===== config.mk =====
export PLATFORM = sky130hd
export DESIGN_NAME = alu_arbiter
export DESIGN_NICKNAME = d
export VERILOG_FILES = /design/src/rtl/alu_arbiter.sv
export SDC_FILE = /design/constraint.sdc
export NUM_CORES = 1
export LEC_CHECK = 0
export ABC_AREA = 1
export CAP_MARGIN = 20
export CORE_MARGIN = 1.5
export CORE_UTILIZATION = 35
export CTS_BUF_LIST = sky130_fd_sc_hd__clkbuf_8
export DETAILED_ROUTE_END_ITERATION = 16
export MAX_ROUTING_LAYER = met4
export PLACE_DENSITY = 0.68
export SLEW_MARGIN = 20
export SYNTH_ARGS = -nofsm -noshare
export SYNTH_HDL_FRONTEND = slang
export SYNTH_SLANG_ARGS = --single-unit

===== constraint.sdc =====
create_clock -name clk -period 3.6 [get_ports clk]
set_input_delay 0.72 -clock clk [delete_from_list [all_inputs] [get_ports clk]]
set_output_delay 0.72 -clock clk [all_outputs]
set_load 0.005 [all_outputs]

===== src/rtl/alu_arbiter.sv =====
// Two-port round-robin arbiter in front of a single registered ALU.
// One operation in flight at a time: IDLE accepts, WAIT counts ALU latency, RESP pulses the owner.
module alu_arbiter #(
  parameter int WIDTH   = 8,
  parameter int OPW     = 3,
  parameter int CW      = 16,
  parameter int ALU_LAT = 1
) (
  input  logic             clk,
  input  logic             reset,
  input  logic             req0_valid,
  output logic             req0_ready,
  input  logic [WIDTH-1:0] req0_a,
  input  logic [WIDTH-1:0] req0_b,
  input  logic [OPW-1:0]   req0_op,
  output logic             resp0_valid,
  output logic [CW-1:0]    resp0_c,
  input  logic             req1_valid,
  output logic             req1_ready,
  input  logic [WIDTH-1:0] req1_a,
  input  logic [WIDTH-1:0] req1_b,
  input  logic [OPW-1:0]   req1_op,
  output logic             resp1_valid,
  output logic [CW-1:0]    resp1_c,
  output logic [WIDTH-1:0] alu_a,
  output logic [WIDTH-1:0] alu_b,
  output logic [OPW-1:0]   alu_opcode,
  input  logic [CW-1:0]    alu_c,
  output logic             busy
);

  localparam int CNT_W = (ALU_LAT > 1) ? $clog2(ALU_LAT) : 1;

  typedef enum logic [1:0] {
    IDLE = 2'd0,
    WAIT = 2'd1,
    RESP = 2'd2
  } state_t;

  state_t           state, state_nxt;
  logic             last_grant, last_grant_nxt;
  logic             owner, owner_nxt;
  logic [CNT_W-1:0] cnt, cnt_nxt;
  logic             any_req;
  logic             grant;
  logic             hs;
  logic             cap;

  // On conflict the requester that did not win last time goes first.
  always_comb begin
    any_req = req0_valid | req1_valid;
    grant   = (req0_valid & req1_valid) ? ~last_grant : req1_valid;
  end

  always_comb begin
    state_nxt      = state;
    last_grant_nxt = last_grant;
    owner_nxt      = owner;
    cnt_nxt        = cnt;
    req0_ready     = 1'b0;
    req1_ready     = 1'b0;
    hs             = 1'b0;
    cap            = 1'b0;
    unique case (state)
      IDLE: begin
        if (any_req && !reset) begin
          req0_ready     = ~grant;
          req1_ready     = grant;
          hs             = 1'b1;
          owner_nxt      = grant;
          last_grant_nxt = grant;
          cnt_nxt        = CNT_W'(ALU_LAT - 1);
          state_nxt      = WAIT;
        end
      end
      WAIT: begin
        if (cnt == '0) begin
          cap       = 1'b1;
          state_nxt = RESP;
        end else begin
          cnt_nxt = cnt - CNT_W'(1);
        end
      end
      RESP: state_nxt = IDLE;
      default: state_nxt = IDLE;
    endcase
  end

  always_ff @(posedge clk or posedge reset) begin
    if (reset) begin
      state      <= IDLE;
      last_grant <= 1'b1;
      owner      <= 1'b0;
      cnt        <= '0;
    end else begin
      state      <= state_nxt;
      last_grant <= last_grant_nxt;
      owner      <= owner_nxt;
      cnt        <= cnt_nxt;
    end
  end

  // Operands stay put after issue so the ALU sees stable inputs for its whole latency.
  always_ff @(posedge clk or posedge reset) begin
    if (reset) begin
      alu_a      <= '0;
      alu_b      <= '0;
      alu_opcode <= '0;
      resp0_c    <= '0;
      resp1_c    <= '0;
    end else begin
      if (hs) begin
        alu_a      <= grant ? req1_a  : req0_a;
        alu_b      <= grant ? req1_b  : req0_b;
        alu_opcode <= grant ? req1_op : req0_op;
      end
      if (cap && !owner) resp0_c <= alu_c;
      if (cap && owner)  resp1_c <= alu_c;
    end
  end

  always_comb begin
    resp0_valid = (state == RESP) & ~owner;
    resp1_valid = (state == RESP) & owner;
    busy        = (state != IDLE);
  end

endmodule


* Yosys cells after proc, flatten, opt, wreduce, memory -nomap -nowiden *
Index checks and enable logic that the tools add are counted.

storage, ports and cells
  input bits = 58
  bits in latches = 0
  memories kept = 0
  register bits after elaboration = 56
  RAM bits = 0
  bits in read-only memories = 0

operators by class
  order comparisons = 0
  eq/ne operators = 4
  add/sub/neg operators = 1
  divide/modulo/power cells = 0
  bitwise gates (word level) = 7
  muxes and demuxes = 18
  shifts and indexed selects = 0
  reduce and logical (&&, ||, !) cells = 11
  multipliers = 0

operators with widths
  operator                                              count
  2-to-1 mux 8 bit                                      2
  2-to-1 mux 1 bit                                      11
  AND reduction 2 bit                                   3
  2-to-1 mux 2 bit                                      2
  != test 2 bit (second input constant)                 2
  case mux 2 bit (2 select lines)                       1
  nonzero test 2 bit                                    2
  AND 1 bit                                             3
  logical AND 1 bit                                     3
  2-to-1 mux 3 bit                                      1
  inverter 1 bit                                        3
  equality test 2 x 1 -> 1 bit (second input constant)  1
  equality test 2 bit (second input constant)           1
  zero test 1 bit                                       2
  zero test 2 bit                                       1
  case mux 1 bit (2 select lines)                       1
  bitwise OR 1 bit                                      1
  subtractor 1 bit (second input constant)              1

* Longest topological paths before layout *
Gate-level depths: netlist of run 1.

  word-level depth = 5
  mapped depth = 7
  mapped depth without buffers = 6

* Worst setup path after synthesis of run 1 *
OpenSTA, ideal clock, no wires.

  path type = input to output
  start = input port reset
  end = output port req1_ready
  path slack = 397 ps
  data required time = 2880 ps
  arrival time = 2483 ps
  stages = 5
  cells stage by stage = inv_1 > o21ai_1 > nor2_4 > nand2_1 > inv_1

on the way
  cells in the longest elaborated chain, start to end = 4

ends and longest elaborated chain
  element                           RTL line  RTL
  start: declaration                10        input logic reset,
  zero test 1 bit (no source line)  --
  logical AND 1 bit                 66        if (any_req && !reset) begin
  2-to-1 mux 1 bit                  66
  2-to-1 mux 1 bit                  64        unique case (state)
  end: declaration                  19        output logic req1_ready,

Every way passes these cells.

* Worst setup path after layout of run 1 *
  start = input port req1_valid
  end = output port req1_ready

on the way
  cells in the longest elaborated chain, start to end = 4
  elaborated cells between the ends (all ways) = 6
  classes of those cells = mux (3); bitwise (2); reduce/logical (1)

ends and longest elaborated chain
  element                                                RTL line  RTL
  start: declaration                                     18        input logic req1_valid,
  AND 1 bit or bitwise OR 1 bit (tied branches)          52, 51
  2-to-1 mux 1 bit or logical AND 1 bit (tied branches)  52, 66
  2-to-1 mux 1 bit (*)                                   66
  2-to-1 mux 1 bit (*)                                   64

Every way passes the cells marked *; elsewhere a longest branch is shown, timed or not.

==> impl_summary.md, run 1 <==
Placed design
The wire-length estimate of the detail-placed layout is 4510 um. Once placement finished, the instance area stood at around 3800 um2. The count of port buffers added during placement is between 100 and 150. At the end of routability-driven placement, the weighted congestion stood at approximately 0.82.

Global route
The global-route wire length before repair is 9830 um. The global-route total usage across every layer is 0.162. Entering global routing, the biggest net connects 56 pins. The number of antenna violations at the first check in global routing was 0.

Summed over all layers, the global routing overflow is 0. The number of global-route vias before repair is 2063.

Clock network
The H-tree was split into 2 levels. The clock latency of the later-clocked register in the worst-skew pair is 0.31 ns. Counting every sink on the clock net gives 55.

After clock tree synthesis, the flow added hold-fix buffers numbering 0. TritonCTS created 5 clock buffers. The clock tree buffer depth is 2.

Clock-pin slew was measured on the worst setup and hold paths at 0.09 ns. The TritonCTS clock tree is built. The number of setup buffers added after CTS is 0. The number of gates given a new drive strength after cts is 0. The CTS root buffer is clkbuf_8.

Die
The die span in y is 89.6 um. The chip width is 89.6 um. Pin placement for this block handled 114 I/O pins. The area of the die is ~8000 um2. The number of rows in the core area is 31. The core outline area is 7250 um2. The starting density of the core is 0.362.

Final layout
Of the cells placed in the final design, the portion with a size suffix greater than 1 is 0.208. Summing all non-filler instances in the final layout gives an area of 3890 um2. In the layout the commonest cells are 113 x clkdlybuf4s50_1, 107 x nand2_1, 54 x dfrtp_1, 32 x o21ai_2, 28 x nand2_2. Fill cells in the final layout number ~700. The layout overhead on the synthesized area is 48.1%. The commonest non-fill, non-tap cell in the layout is clkdlybuf4s50_1. The antenna diode count is 0. The net count reported at finish is 460.

Run
The max-capacitance violation count is 0.

Run status
The run finished with clean final reports.

Logic synthesis
The synthesized-area fraction occupied by ao, oa, aoi and oai cells came to 0.109. The net count after synthesis is 349. Synthesis produced 291 cells.

The synthesized design contains 55 register bits. The count of synthesis-stage warnings from yosys is 0. The dominant combinational cell family by area after synthesis is simple AND/OR/NAND/NOR gates. The cell area after synthesis is 2630 um2. The average instance area after synthesis is 9.02 um2.

For this run, the register share of the synthesized area comes to 0.525. Of the total synthesized cell area, the portion taken by AND, OR, NAND and NOR gates is 0.283. After synthesis, the netlist uses 17 different library cells. The adder-cell share of the synthesized area is 0. Of the total synthesized cell area, the portion taken by XOR and XNOR cells is 0. Of the post-synthesis cell area, the part taken by muxes is 0.

STA
Setup violations remaining at the end of the flow were counted as 0. In the final timing run, aggregate negative setup slack is 0 ns. The highest attainable clock frequency is 337 MHz. Dividing the final minimum period by the clock period gives 0.825. The number of slew-limit violations in the final report is 0.

The clock period minus final worst setup slack is slightly below 3 ns. For the pin with the worst max-slew slack, the measured transition is 0.721 ns. Setup repair after global routing left no endpoint under its margin. The final clock skew is 0.0101 ns. The hold violation count in the final report was 0.

The remaining max-slew budget at the tightest pin is 0.520.

Setup path
The startpoint type of the worst setup path is a primary input. The top fanout value on the critical path is 12. On the worst path, the slowest cell contributes a delay of 0.51 ns.

The required time reported for the critical path endpoint is 2.88 ns. The critical-path cell with the highest stage delay is clkdlybuf4s50_1. The critical path start-end classification is in2out. The endpoint kind of the worst setup timing path is an output port. At the worst endpoint, the arrival time is between 2 and 2.5 ns.

The cell type with the highest occurrence count on the critical path is clkdlybuf4s50_1. Traced cell by cell, the critical path runs through clkdlybuf4s50_1, buf_4, o21ai_1, nor2_4, nand2_1, inv_1, clkdlybuf4s50_1.

Power and ir drop
The leakage power is 1.88 nW. The relative contribution of combinational cells to total power is 0.425. The clock share of power is 0.149. The power density over the cells is 596 nW/um2.

Of the total power, the share spent switching nets is 0.315. Overall power consumption after layout is estimated at 0.00232 W. The design internal power is roughly 0.0016 W.

The net switching power figure is 0.000730 W. The worst-case IR drop observed on VDD is about 280 uV. The share of total power dissipated in sequential elements is 0.427.

Route
The post-route DRC violation count is 0. In the final routed layout, each cell accounts on average for between 10 and 15 um. The via density per instance is 4.41.

After the first detailed-routing iteration, the DRC count stood at 69. Detailed routing inserted a total of ~2200 vias. For this block, the routed nets add up to about 6300 um of wire. The remaining number of nets flagged by the antenna check after routing is 0.

For this run, the detailed router's first-pass iteration total came to 6.

Hold path
In this run the worst hold path is classified as reg2reg.
[layer usage]
metal / GRT usage / share of wire
met5: - / 0
met4: 0.0420 / 0.0084
met3: 0.0311 / 0.043
met2: 0.275 / 0.51
met1: 0.200 / 0.43
[path summary, 6_finish.rpt]
path	end	depth (start not counted)	start	slack [ns]
setup / recovery	req1_ready	7	req1_valid	0.63
hold / removal	last_grant$_DFFE_PP1P_	2	last_grant$_DFFE_PP1P_	0.47
setup reg to reg	resp1_c[15]$_DFFE_PP0P_	4	state[1]$_DFFE_PP0P_	2.26
hold reg to reg	last_grant$_DFFE_PP1P_	2	last_grant$_DFFE_PP1P_	0.47
max in group asynchronous	alu_b[5]$_DFFE_PP0P_	3	reset	2.14
min in group asynchronous	alu_a[5]$_DFFE_PP0P_	3	reset	0.96
[sequential cells by signal, indices dropped and copies added, names as in the netlist]
| signal | count |
|---|---|
| alu_a | 8 |
| alu_b | 8 |
| alu_opcode | 3 |
| last_grant | 1 |
| owner | 1 |
| resp0_c | 16 |
| resp1_c | 16 |
| state | 2 |
[Yosys cell counts]
cell / instances / area share
inv_1: 20 / 0.029
nor2_4: 2 / 0.0086
buf_4: 6 / 0.017
dfstp_2: 1 / 0.010
o21ai_2: 32 / 0.11
o21ai_1: 1 / 0.0019
nand2_1: 107 / 0.15
nor3_1: 2 / 0.0038
nand2_2: 28 / 0.067
nand2_4: 2 / 0.0086
nand3_1: 19 / 0.036
nor2_1: 3 / 0.0043
dfrtp_1: 54 / 0.51
nor2_2: 1 / 0.0024
buf_2: 4 / 0.0076
buf_6: 6 / 0.026
inv_2: 3 / 0.0043
[logic make-up (layout without fill, tap and decap cells)]
logic type             Yosys count  count (layout)
AO/OA/AOI/OAI                   33              33
buffers and inverters           39             151
flip-flops                      55              55
AND/OR/NAND/NOR                164             164
[stage by stage]
stage          setup slack (ns)   util  hold WS [ns]  cells
2_1_floorplan             0.397      -         0.447    291
3_3_place_gp              0.623  0.524         0.463    494
3_5_place_dp              0.615  0.524         0.462    494
4_1_cts                   0.612  0.536         0.479    502
5_1_grt                   0.517  0.536         0.504    502
6_report                  0.629  0.536         0.474    502
[final cells by class]
| class | count | area (um2) | area share |
|---|---|---|---|
| well taps | 99 | 124 | 0.0318 |
| inverters | 23 | 86.3 | 0.0222 |
| multi-input cells | 197 | 1030 | 0.265 |
| clock buffers | 5 | 68.8 | 0.0177 |
| repair buffers | 120 | 1180 | 0.304 |
| flip-flops and latches | 55 | 1380 | 0.354 |
| clock inverters | 3 | 20.0 | 0.00515 |
[worst max-delay path, delay by kind of cell]
family / cells / cell delay, ns
buffers and inverters: 4 / 1.24
AOI/OAI and AO/OA: 1 / 0.11
and+or+nand+nor: 2 / 0.18
[power by group through the flow]
stage,logic [W],registers [W],clock network (W)
after floorplan,0.000405,0.00102,0
after CTS,0.00101,0.000993,0.000362
after global routing,0.00109,0.00102,0.000383
final,0.000985,0.000990,0.000345
after detailed placement,0.00100,0.00100,0
after global placement,0.000984,0.000996,0
(Power assumes the default switching activity.)
==> run 2: changes to the inputs <==
==> constraint.sdc (replaced) <==
create_clock -name clk -period 3.1 [get_ports clk]
set_input_delay 0.62 -clock clk [delete_from_list [all_inputs] [get_ports clk]]
set_output_delay 0.62 -clock clk [all_outputs]
set_load 0.005 [all_outputs]
==> run 2 against run 1 <==
Clock skew hardly changed. Utilization is 0.45 points higher. Final cell count stayed put. Non-clock buffer count stayed put. Final area is 0.84% higher. Sequential cell count stayed put. First-iteration DRC count is 5.8% higher. Critical path type unchanged. Highest routed layer unchanged. Die area stayed put. Clock power is 46% higher. Critical endpoint unchanged. Wire length is 2.7% lower. Clock-buffer cell count is 1 higher. Hold slack better by 0.010 ns.
==> impl_summary.md, run 2 (synthesis gave the netlist of run 1 again) <==
Power and ir drop
The leakage power is 1.89 nW (was 1.88 nW). The maximum ir drop on the vdd rail is 268 uV (was 281 uV). The clock share of power was 0.180 (was 0.149). The switching share of power is 0.300 (was 0.315).

The sequential fraction of design power is 0.413 (was 0.427). The net switching power figure is 0.000837 W (was 0.000730 W). The design internal power is 0.00195 W (was 0.00159 W).

The relative contribution of combinational cells to total power is 0.408 (was 0.425). The power density over the cells is 711 nW/um2 (was 596 nW/um2).

Route
The number of iterations in the first detailed-routing pass is 4 (was 6). The remaining number of nets flagged by the antenna check after routing was 0 (unchanged). The sum of met3 wire segment lengths after detailed routing is 289 um (was 273 um). The routed length on met2 was 3090 um (was 3230 um). The overall routed net length came to 6110 um (was 6280 um).

The total via count after detailed routing was 2204 (was 2216). The per-cell routed wire length is 12.2 um (was 12.5 um). The number of violations reported at the end of detailed-routing iteration 0 is 73 (was 69). The highest routing layer actually used is met4 (unchanged).

The routed length on met1 came to 2670 um (was 2720 um). The via density per instance came to 4.39 (was 4.41). The post-route DRC violation count is 0 (unchanged).

Setup path
The startpoint of the lowest-slack register-to-register path is state[0]$_DFFE_PP0P_ (was state[1]$_DFFE_PP0P_). The required time reported for the critical path endpoint was 2.48 ns (was 2.88 ns). The endpoint kind of the worst setup timing path was an output port (unchanged).

The arrival time reported for the critical path endpoint is 2.08 ns (was 2.25 ns). The critical path start-end classification is in2out (unchanged). The startpoint type of the worst setup path is a primary input (unchanged).

The top fanout value on the critical path is 5 (was 12). The launch point of the worst path is req1_valid (unchanged).

Global route
The global-route wire length before repair is 9790 um (was 9830 um). The sum of overflow across all layers after global routing is 0 (unchanged). The largest net degree at the start of global routing is 56 (unchanged). The number of antenna violations at the first check in global routing came to 0 (unchanged). The number of global-route vias before repair came to 2099 (was 2063). The global-route total usage across every layer is 0.162 (about the same).

Placed design
The worst setup slack after placement is 0.411 ns (was 0.615 ns). The HPWL after detailed placement came to 4420 um (was 4510 um). The count of port buffers added during placement was 113 (unchanged). The final weighted congestion of routability-driven global placement is 0.855 (was 0.823). The number of cells after detailed placement is 494 (unchanged).

Die
The area of the die was 8030 um2 (unchanged). The die span in y is 89.6 um (unchanged). The chip width is 89.6 um (unchanged). The I/O pin total is 114 (unchanged). The starting density of the core is 0.362 (unchanged). The number of rows in the core area is 31 (unchanged). The core outline area is 7250 um2 (unchanged).

STA
Setup repair after global routing missed its margin: false (unchanged). The remaining max-slew budget at the tightest pin came to 0.529 (was 0.520). The least setup slack across all paths after layout is 0.401 ns (was 0.629 ns). The hold violation count in the final report is 0 (unchanged). The smallest clock period supported by the final layout is computed as 2.70 ns. The post-route worst hold slack is 0.485 ns (was 0.474 ns).

The final-layout setup total negative slack came to 0 ns (unchanged). The number of slew-limit violations in the final report is 0 (unchanged). The final clock skew is 0.00970 ns (was 0.0101 ns). The share of the clock period used by the worst path after layout is 0.871.

The actual slew at the worst max-slew pin is 0.706 ns (was 0.721 ns). The setup-violating endpoint count in the final report was 0 (unchanged). Derived from the worst setup path, the maximum achievable clock frequency is 370 MHz.

Final layout
Largest registers in the final layout: resp0_c (16), resp1_c (16) (unchanged). Most frequent cells in the layout: 113 x clkdlybuf4s50_1, 107 x nand2_1, 54 x dfrtp_1, 32 x o21ai_2, 28 x nand2_2 (unchanged). The fill cell instance count of the final layout is 690 (was 702).

The antenna diode count came to 0 (unchanged). The final non-filler cell total is 502 (unchanged). The commonest non-fill, non-tap cell in the layout was clkdlybuf4s50_1 (unchanged). The fraction of layout cells with a size suffix above 1 was 0.211 (was 0.208). The area occupied by registers came to 1380 um2 (unchanged).

The net count reported at finish was 460 (unchanged). The area used by multi-input combinational logic is 1030 um2 (unchanged). The layout overhead on the synthesized area came to 49.4% (was 48.1%).

Clock network
The number of setup buffers added after CTS is 0 (unchanged). The clock tree buffer depth is 2 (unchanged). The TritonCTS clock tree is built (unchanged). The number of sinks driven by the clock tree is 55 (unchanged). The CTS root buffer is clkbuf_8 (unchanged). The number of CTS-inserted buffers was 5 (unchanged). The total number of H-tree levels is 2 (unchanged).

The number of gates given a new drive strength after cts came to 0 (unchanged). The clock latency of the later-clocked register in the worst-skew pair came to 0.31 ns (about the same). The number of hold buffers added after cts was 0 (unchanged). The clock slew at the register clock pins of the worst setup and hold paths was 0.09 ns (about the same).

Run
The max-capacitance violation count is 0 (unchanged).

Hold path
The type of the most critical hold path is reg2reg (unchanged). The startpoint of the most critical hold path was alu_a[1]$_DFFE_PP0P_ (was last_grant$_DFFE_PP1P_).

Run status
Run status: finished clean (unchanged).
run 2: path summary, 6_finish.rpt:
check / endpoint / slack, ns / cells after the start
min in group asynchronous: alu_b[6]$_DFFE_PP0P_ / 0.87 / 3
max in group asynchronous: alu_b[5]$_DFFE_PP0P_ / 1.75 / 3
worst max register to register: resp1_c[8]$_DFFE_PP0P_ / 1.80 / 5
worst min register to register: alu_a[1]$_DFFE_PP0P_ / 0.48 / 2
worst min-delay path: alu_a[1]$_DFFE_PP0P_ / 0.48 / 2
worst max-delay path: req1_ready / 0.40 / 6
run 2: final cells by class:
type / count / area share
multi-input combinational: 197 / 0.263
tap: 99 / 0.0316
clock buffer: 6 / 0.0211
clock inverter: 2 / 0.00989
inverter: 23 / 0.0220
sequential: 55 / 0.351
timing repair buffer: 120 / 0.302
run 2: worst max-delay path, stage by stage:
cell             delay (ns)
clkdlybuf4s50_1        0.55
o21ai_1                0.12
nor2_4                 0.10
nand2_1                0.10
inv_1                  0.07
clkdlybuf4s50_1        0.50
run 2: metrics by stage:
| step | area (um2) | power, W | util |
|---|---|---|---|
| 2_1_floorplan | 2630 | 0.00165 | - |
| 6_report | 3920 | 0.00279 | 0.541 |
| 4_1_cts | 3920 | 0.00284 | 0.541 |
| 3_3_place_gp | 3800 | 0.00230 | 0.524 |
| 3_5_place_dp | 3800 | 0.00232 | 0.524 |
| 5_1_grt | 3920 | 0.00300 | 0.541 |
run 2: per-layer routing:
layer,up-vias,track usage
met5,-,-
met3,4,0.0356
met1,1029,0.205
met4,0,0.0364
met2,53,0.267
li1,1118,-
run 2: power by group through the flow:
stage	registers (W)	clock network, W	logic (W)
final	0.00115	0.000502	0.00114
after global routing	0.00119	0.000552	0.00126
after CTS	0.00116	0.000521	0.00116
after detailed placement	0.00116	0	0.00116
after global placement	0.00116	0	0.00114
after floorplan	0.00118	0	0.000471
